<file path="config.mk">
export PLATFORM = sky130hd
export DESIGN_NAME = alu_exec_unit
export DESIGN_NICKNAME = d
export VERILOG_FILES = /design/src/rtl/alu_exec_unit.sv
export SDC_FILE = /design/constraint.sdc
export NUM_CORES = 1
export LEC_CHECK = 0
export ABC_CLOCK_PERIOD_IN_PS = 5100
export BUFFER_PORTS_ARGS = -buffer_cell sky130_fd_sc_hd__buf_4
export CORE_MARGIN = 8
export CORE_UTILIZATION = 50
export CTS_BUF_LIST = sky130_fd_sc_hd__clkbuf_4
export CTS_CLUSTER_SIZE = 12
export DETAILED_ROUTE_END_ITERATION = 12
export PLACE_DENSITY = 0.69
export SYNTH_ARGS = -nofsm -noshare
export SYNTH_HDL_FRONTEND = slang
export SYNTH_SLANG_ARGS = --single-unit
</file>
<file path="constraint.sdc">
create_clock -name clk -period 5.1 [get_ports clk]
set_input_delay 0.51 -clock clk [delete_from_list [all_inputs] [get_ports clk]]
set_output_delay 0.51 -clock clk [all_outputs]
set_load 0.01 [all_outputs]
</file>
<file path="src/rtl/alu_exec_unit.sv">
// Execute-stage controller driving a combinational Alu: fetches operands from an
// internal register file, captures the Alu outputs and writes back result and flags.
module alu_exec_unit #(
    parameter int DATA_W = 16,
    parameter int REG_AW = 3
) (
    input  logic              clk,
    input  logic              resetN,
    input  logic              cmdValid,
    output logic              cmdReady,
    input  logic [2:0]        cmdOpType,
    input  logic [2:0]        cmdOp,
    input  logic [REG_AW-1:0] cmdDst,
    input  logic [REG_AW-1:0] cmdSrcA,
    input  logic [REG_AW-1:0] cmdSrcB,
    input  logic              cmdUseImm,
    input  logic [DATA_W-1:0] cmdImm,
    input  logic              cmdSetFlags,
    output logic [DATA_W-1:0] operand1,
    output logic [DATA_W-1:0] operand2,
    output logic              carryIn,
    output logic [2:0]        operationType,
    output logic [2:0]        operation,
    input  logic [DATA_W-1:0] result,
    input  logic              carryOut,
    input  logic              zeroOut,
    input  logic              negativeOut,
    output logic              doneValid,
    output logic              flagC,
    output logic              flagZ,
    output logic              flagN,
    input  logic [REG_AW-1:0] dbgAddr,
    output logic [DATA_W-1:0] dbgData
);

    localparam int unsigned NREGS = 2 ** REG_AW;

    typedef enum logic [1:0] {IDLE, READ, EXEC, WB} state_t;

    state_t            state;
    logic [DATA_W-1:0] regFile [NREGS];

    logic [2:0]        latOpType;
    logic [2:0]        latOp;
    logic [REG_AW-1:0] latDst;
    logic [REG_AW-1:0] latSrcA;
    logic [REG_AW-1:0] latSrcB;
    logic              latUseImm;
    logic [DATA_W-1:0] latImm;
    logic              latSetFlags;

    logic [DATA_W-1:0] resVal;
    logic              resC;
    logic              resZ;
    logic              resN;

    assign cmdReady = (state == IDLE);
    assign carryIn  = flagC;
    assign dbgData  = regFile[dbgAddr];

    always_ff @(posedge clk or negedge resetN) begin
        if (!resetN) begin
            state         <= IDLE;
            for (int unsigned i = 0; i < NREGS; i++) regFile[i] <= '0;
            latOpType     <= '0;
            latOp         <= '0;
            latDst        <= '0;
            latSrcA       <= '0;
            latSrcB       <= '0;
            latUseImm     <= 1'b0;
            latImm        <= '0;
            latSetFlags   <= 1'b0;
            operand1      <= '0;
            operand2      <= '0;
            operationType <= '0;
            operation     <= '0;
            resVal        <= '0;
            resC          <= 1'b0;
            resZ          <= 1'b0;
            resN          <= 1'b0;
            flagC         <= 1'b0;
            flagZ         <= 1'b0;
            flagN         <= 1'b0;
            doneValid     <= 1'b0;
        end else begin
            doneValid <= 1'b0;
            case (state)
                IDLE: begin
                    if (cmdValid) begin
                        latOpType   <= cmdOpType;
                        latOp       <= cmdOp;
                        latDst      <= cmdDst;
                        latSrcA     <= cmdSrcA;
                        latSrcB     <= cmdSrcB;
                        latUseImm   <= cmdUseImm;
                        latImm      <= cmdImm;
                        latSetFlags <= cmdSetFlags;
                        state       <= READ;
                    end
                end
                READ: begin
                    // Register file is read after the previous writeback, so no forwarding path
                    operand1      <= regFile[latSrcA];
                    operand2      <= latUseImm ? latImm : regFile[latSrcB];
                    operationType <= latOpType;
                    operation     <= latOp;
                    state         <= EXEC;
                end
                EXEC: begin
                    resVal <= result;
                    resC   <= carryOut;
                    resZ   <= zeroOut;
                    resN   <= negativeOut;
                    state  <= WB;
                end
                WB: begin
                    regFile[latDst] <= resVal;
                    if (latSetFlags) begin
                        flagC <= resC;
                        flagZ <= resZ;
                        flagN <= resN;
                    end
                    doneValid <= 1'b1;
                    state     <= IDLE;
                end
                default: state <= IDLE;
            endcase
        end
    end

endmodule
</file>
==> impl_table.tex <==
\begin{tabular}{lr}
\hline
Metric & Value \\
\hline
\multicolumn{2}{l}{\textbf{Run status}} \\
Outcome & complete, no violations \\
\multicolumn{2}{l}{\textbf{Power}} \\
PwrDens & 696 nW/um\^{}2 \\
Combinational fraction of design power & 43.7\% \\
Sequential power share & 38.9\% \\
Highest ir drop seen on vdd & 0.266 mV \\
Internal power & 0.00591 W \\
Part of the total power dissipated in the clock network & 17.4\% \\
Leakage power figure & 6.31 nW \\
Net Sw Power & 0.00365 W \\
Switch share & 38.2\% \\
\multicolumn{2}{l}{\textbf{Critical path}} \\
Maximum fanout count along the critical path & 32 \\
Startpoint of the most critical setup path & dbgAddr[0] \\
Arrival time at the worst endpoint & 2130 ps \\
Depth of the worst register-to-register path & 4 \\
CP Cell Sequence & buf\_4, mux4\_1, mux2\_2, buf\_4 \\
Delay of the slowest critical-path stage & 620 ps \\
Worst setup endpoint & dbgData[5] \\
Cell type of the slowest stage on the worst timing path & sky130\_fd\_sc\_hd\_\_mux4\_1 \\
Slack of the worst reg-to-reg path & 2600 ps \\
Critical R2R Launch & latSrcB[0]\$\_DFFE\_PN0P\_ \\
Crit path depth & 4 \\
Startpoint-to-endpoint class of the critical path & in2out \\
Critical register-to-register path endpoint & operand2[14]\$\_DFFE\_PN0N\_ \\
Family with the most delay on the worst path & multiplexers \\
Worst setup SP type & primary input \\
Cell type with the highest occurrence count on the critical path & sky130\_fd\_sc\_hd\_\_buf\_4 \\
Data required time at the worst endpoint & 4590 ps \\
Nature of the critical path endpoint & primary output \\
Buffers \& Inverters on Critical Path & 2 \\
\multicolumn{2}{l}{\textbf{Clock network}} \\
Clock edge transition at the registers on the reported setup and hold paths & 70 ps \\
Quantity of hold-fixing buffers added after cts & 9 \\
Worst skew pair latency & 690 ps \\
Post-cts gate resize count & 0 \\
CTS sink cnt & 224 \\
TritonCTS clock tree & yes \\
Clk buf depth & 3 \\
Count of H-tree levels built during CTS & 2 \\
Number of setup buffers added after CTS & 0 \\
Number of buffers added by the clock tree synthesis step & 61 \\
Buffer type at the clock tree root & sky130\_fd\_sc\_hd\_\_clkbuf\_4 \\
\multicolumn{2}{l}{\textbf{Synthesis}} \\
Register bit count reported by yosys & 224 \\
Mean instance size in the synthesized netlist & 13.8 um\^{}2 \\
Synth unique cells & 34 \\
Synth Area in Adders & 0.530\% \\
Sequential area share after synthesis & 47.5\% \\
Mapped cell area & 11800 um\^{}2 \\
Synth warnings & 0 \\
Complex-gate fraction of the synthesized area & 5.81\% \\
Count of mapped cells out of synthesis & 857 \\
Multiplexer share of the synthesized area & 37.7\% \\
Total nets after synthesis & 920 \\
Main combinational cell family by area after synthesis & multiplexers \\
Post-Synth Simple-Gate Area & 5.02\% \\
Parity-gate share of the synthesized area counting xor and xnor cells & 0\% \\
\multicolumn{2}{l}{\textbf{Final layout}} \\
Share of post-route cells with drive strength above 1 & 49.5\% \\
Number of fill cells & 1945 \\
Synthesis-to-finish area growth & 16.4\% \\
Final layout net count & 1053 \\
\multicolumn{2}{l}{\textbf{Die}} \\
Full die area & 28800 um\^{}2 \\
Effective utilization at floorplan & 50.6\% \\
Horizontal extent of the die & 170 um \\
Placeable core region & 23300 um\^{}2 \\
Row Count & 56 \\
Number of top-level design ports & 118 \\
Die outline height & 170 um \\
\multicolumn{2}{l}{\textbf{Detailed routing}} \\
Number of violations reported at the end of detailed-routing iteration 0 & 531 \\
First-pass iteration count of the detailed router & 8 \\
Detail-routed net length per standard cell & 23.5 um \\
Residual antenna-violating net count after detailed routing & 0 \\
Routed vias/inst & 5.96 \\
Final routed DRC violation total & 0 \\
Total via count in the routed design & 8091 \\
Post-Route WL & 31.8 mm \\
\multicolumn{2}{l}{\textbf{Placement}} \\
Detailed-placement wirelength estimate & 19.1 mm \\
\# port buffers & 117 \\
Final Wtd Congestion & 0.800 \\
\multicolumn{2}{l}{\textbf{Timing}} \\
Setup TNS & 0 ps \\
Final critical path time including I/O delays and setup & 2640 ps \\
Hold WS & 69.0 ps \\
Final Hold Fails & 0 \\
Setup Skew & 43.6 ps \\
Number of max-slew violations in the final report & 0 \\
Share of the cycle needed by the critical path after routing & 51.8\% \\
Setup repair after global routing missed its margin & false \\
Timing-limited maximum frequency & 379 MHz \\
Slew @ Worst Pin & 1250 ps \\
Number of setup violations in the final report & 0 \\
Slew headroom & 16.8\% \\
\multicolumn{2}{l}{\textbf{Min path}} \\
HP Class & in2reg \\
Number of cells on the worst hold path & 2 \\
\multicolumn{2}{l}{\textbf{Global route}} \\
First-pass GRT wire length & 50.4 mm \\
Largest net degree at the start of global routing & 141 \\
Vias in the first global route & 8458 \\
Overall fraction of global-route tracks in use & 22.5\% \\
Final global-route overflow total & 0 \\
Number of antenna violations at the first check in global routing & 1 \\
\multicolumn{2}{l}{\textbf{Run}} \\
Number of max-cap violations & 0 \\
\hline
\end{tabular}
-- cells in the final DEF, fill, tap and decap left out, types with 3 or more instances in the layout --
master	n
sky130_fd_sc_hd__a31o_2	8
sky130_fd_sc_hd__clkinv_1	9
sky130_fd_sc_hd__mux2i_1	96
sky130_fd_sc_hd__a31oi_1	8
sky130_fd_sc_hd__o21ai_0	8
sky130_fd_sc_hd__mux4_1	15
sky130_fd_sc_hd__clkbuf_4	100
sky130_fd_sc_hd__buf_4	127
sky130_fd_sc_hd__dfrtp_1	222
sky130_fd_sc_hd__a222oi_1	8
sky130_fd_sc_hd__dlygate4sd3_1	10
sky130_fd_sc_hd__ha_1	4
sky130_fd_sc_hd__mux2_4	10
sky130_fd_sc_hd__a21oi_1	9
sky130_fd_sc_hd__mux2_2	228
sky130_fd_sc_hd__nor2_1	8
sky130_fd_sc_hd__nor2b_1	17
sky130_fd_sc_hd__nand4b_2	3
sky130_fd_sc_hd__nor2b_2	5
sky130_fd_sc_hd__a41o_1	16
sky130_fd_sc_hd__mux4_2	17
sky130_fd_sc_hd__nand3b_1	8
sky130_fd_sc_hd__nand2_1	34
sky130_fd_sc_hd__nand3_1	16
sky130_fd_sc_hd__a22oi_1	32
-- cell usage after synthesis --
| master | number | area (um^2) |
|---|---|---|
| sky130_fd_sc_hd__buf_1 | 7 | 26.3 |
| sky130_fd_sc_hd__mux4_1 | 15 | 394 |
| sky130_fd_sc_hd__clkbuf_1 | 22 | 82.6 |
| sky130_fd_sc_hd__buf_4 | 13 | 97.6 |
| sky130_fd_sc_hd__nand3_1 | 16 | 80.1 |
| sky130_fd_sc_hd__buf_2 | 19 | 95.1 |
| sky130_fd_sc_hd__nand2b_4 | 1 | 13.8 |
| sky130_fd_sc_hd__nand2_1 | 35 | 131 |
| sky130_fd_sc_hd__nor3_2 | 1 | 10.0 |
| sky130_fd_sc_hd__mux4_2 | 17 | 383 |
| sky130_fd_sc_hd__nand3b_1 | 8 | 60.1 |
| sky130_fd_sc_hd__a31oi_1 | 8 | 50.1 |
| sky130_fd_sc_hd__nor2_1 | 10 | 37.5 |
| sky130_fd_sc_hd__nand4b_2 | 3 | 45.0 |
| sky130_fd_sc_hd__o21ai_0 | 8 | 40.0 |
| sky130_fd_sc_hd__nor2b_1 | 22 | 138 |
| sky130_fd_sc_hd__nor3b_4 | 2 | 37.5 |
| sky130_fd_sc_hd__inv_1 | 2 | 7.51 |
| sky130_fd_sc_hd__and2_1 | 1 | 6.26 |
| sky130_fd_sc_hd__a22oi_1 | 32 | 240 |
| sky130_fd_sc_hd__buf_12 | 1 | 20.0 |
| sky130_fd_sc_hd__nor3_4 | 1 | 16.3 |
| sky130_fd_sc_hd__a31o_2 | 8 | 70.1 |
| sky130_fd_sc_hd__a21oi_1 | 9 | 45.0 |
| sky130_fd_sc_hd__mux2_4 | 10 | 150 |
| sky130_fd_sc_hd__a41o_1 | 16 | 160 |
| sky130_fd_sc_hd__mux2i_1 | 96 | 961 |
| sky130_fd_sc_hd__dfrtp_1 | 224 | 5610 |
| sky130_fd_sc_hd__mux2_2 | 228 | 2570 |
| sky130_fd_sc_hd__buf_6 | 7 | 78.8 |
| sky130_fd_sc_hd__nor3_1 | 1 | 5.00 |
| sky130_fd_sc_hd__ha_1 | 5 | 62.6 |
| sky130_fd_sc_hd__nand4_2 | 1 | 12.5 |
| sky130_fd_sc_hd__a222oi_1 | 8 | 80.1 |
-- flip-flops by register name, summed over array words and instances, names as in the netlist --
signal / cells
operationType: 3
flagZ: 1
operand1: 16
doneValid: 1
regFile: 128
latSrcA: 3
carryIn: 1
latDst: 3
latOp: 3
flagN: 1
latImm: 16
resC: 1
latSrcB: 3
latUseImm: 1
operand2: 16
resN: 1
operation: 3
resZ: 1
latSetFlags: 1
latOpType: 3
state: 2
resVal: 16
-- layout make-up --
cell class | count | area (um^2) | share of cell area (%)
antenna | 1 | 2.50 | 0.0182
clock buffer | 100 | 751 | 5.46
clock inverter | 10 | 63.8 | 0.464
inverter | 2 | 7.51 | 0.0546
multi-input combinational | 562 | 5830 | 42.4
sequential | 224 | 5610 | 40.8
tap | 319 | 399 | 2.90
timing repair buffer | 139 | 1090 | 7.92
-- metal layers --
layer	up-vias	part of all wire, %	global-route usage [%]
li1	3564	-	-
met1	4171	43	30.0
met2	291	48	35.7
met3	65	6.8	5.07
met4	0	2.3	7.46
met5	-	0	0
-- worst register-to-register path, stage by stage, from the launching register on --
cell                       delay [ps]
sky130_fd_sc_hd__dfrtp_2          830
sky130_fd_sc_hd__buf_4            640
sky130_fd_sc_hd__mux2_2           410
sky130_fd_sc_hd__a222oi_1         330
sky130_fd_sc_hd__a31oi_1          140
-- kinds of logic after synthesis --
family                   Yosys count
buffers and inverters             71
AO/OA/AOI/OAI                     89
adder cells (fa/ha/maj)            5
AND/OR/NAND/NOR                  102
multiplexers                     366
flip-flops                       224
-- power groups by stage --
stage                     clock (W)  combinational (W)  sequential (W)
after floorplan                   0            0.00316         0.00330
after global placement            0            0.00409         0.00372
after detailed placement          0            0.00418         0.00373
after CTS                   0.00172            0.00420         0.00370
after global routing        0.00182            0.00451         0.00385
final                       0.00167            0.00418         0.00372
-- how the worst min path moves through the flow --
stage | start | to | slack, ps
after global routing | result[8] | resVal[8]$_DFFE_PN0N_ | 8
after CTS | cmdSrcB[1] | latSrcB[1]$_DFFE_PN0P_ | 3
final | result[8] | resVal[8]$_DFFE_PN0N_ | 70
after detailed placement | latOp[0]$_DFFE_PN0P_ | operation[0]$_DFFE_PN0N_ | 490
after floorplan | resetN | carryIn$_DFFE_PN0P_ | 210
after global placement | latImm[11]$_DFFE_PN0P_ | latImm[11]$_DFFE_PN0P_ | 480
-- per-stage QoR --
| stage | util, % | std cells | total power [W] | instance area [um^2] | setup WS (ps) |
|---|---|---|---|---|---|
| after floorplan | - | 857 | 0.00647 | 11800 | 2990 |
| after global placement | 55.0 | 1236 | 0.00781 | 12800 | 2470 |
| after detailed placement | 55.0 | 1236 | 0.00791 | 12800 | 2450 |
| after CTS | 58.9 | 1355 | 0.00963 | 13700 | 2450 |
| after global routing | 58.9 | 1357 | 0.0102 | 13700 | 2380 |
| final | 58.9 | 1357 | 0.00957 | 13700 | 2460 |
(Power assumes the default switching activity.)
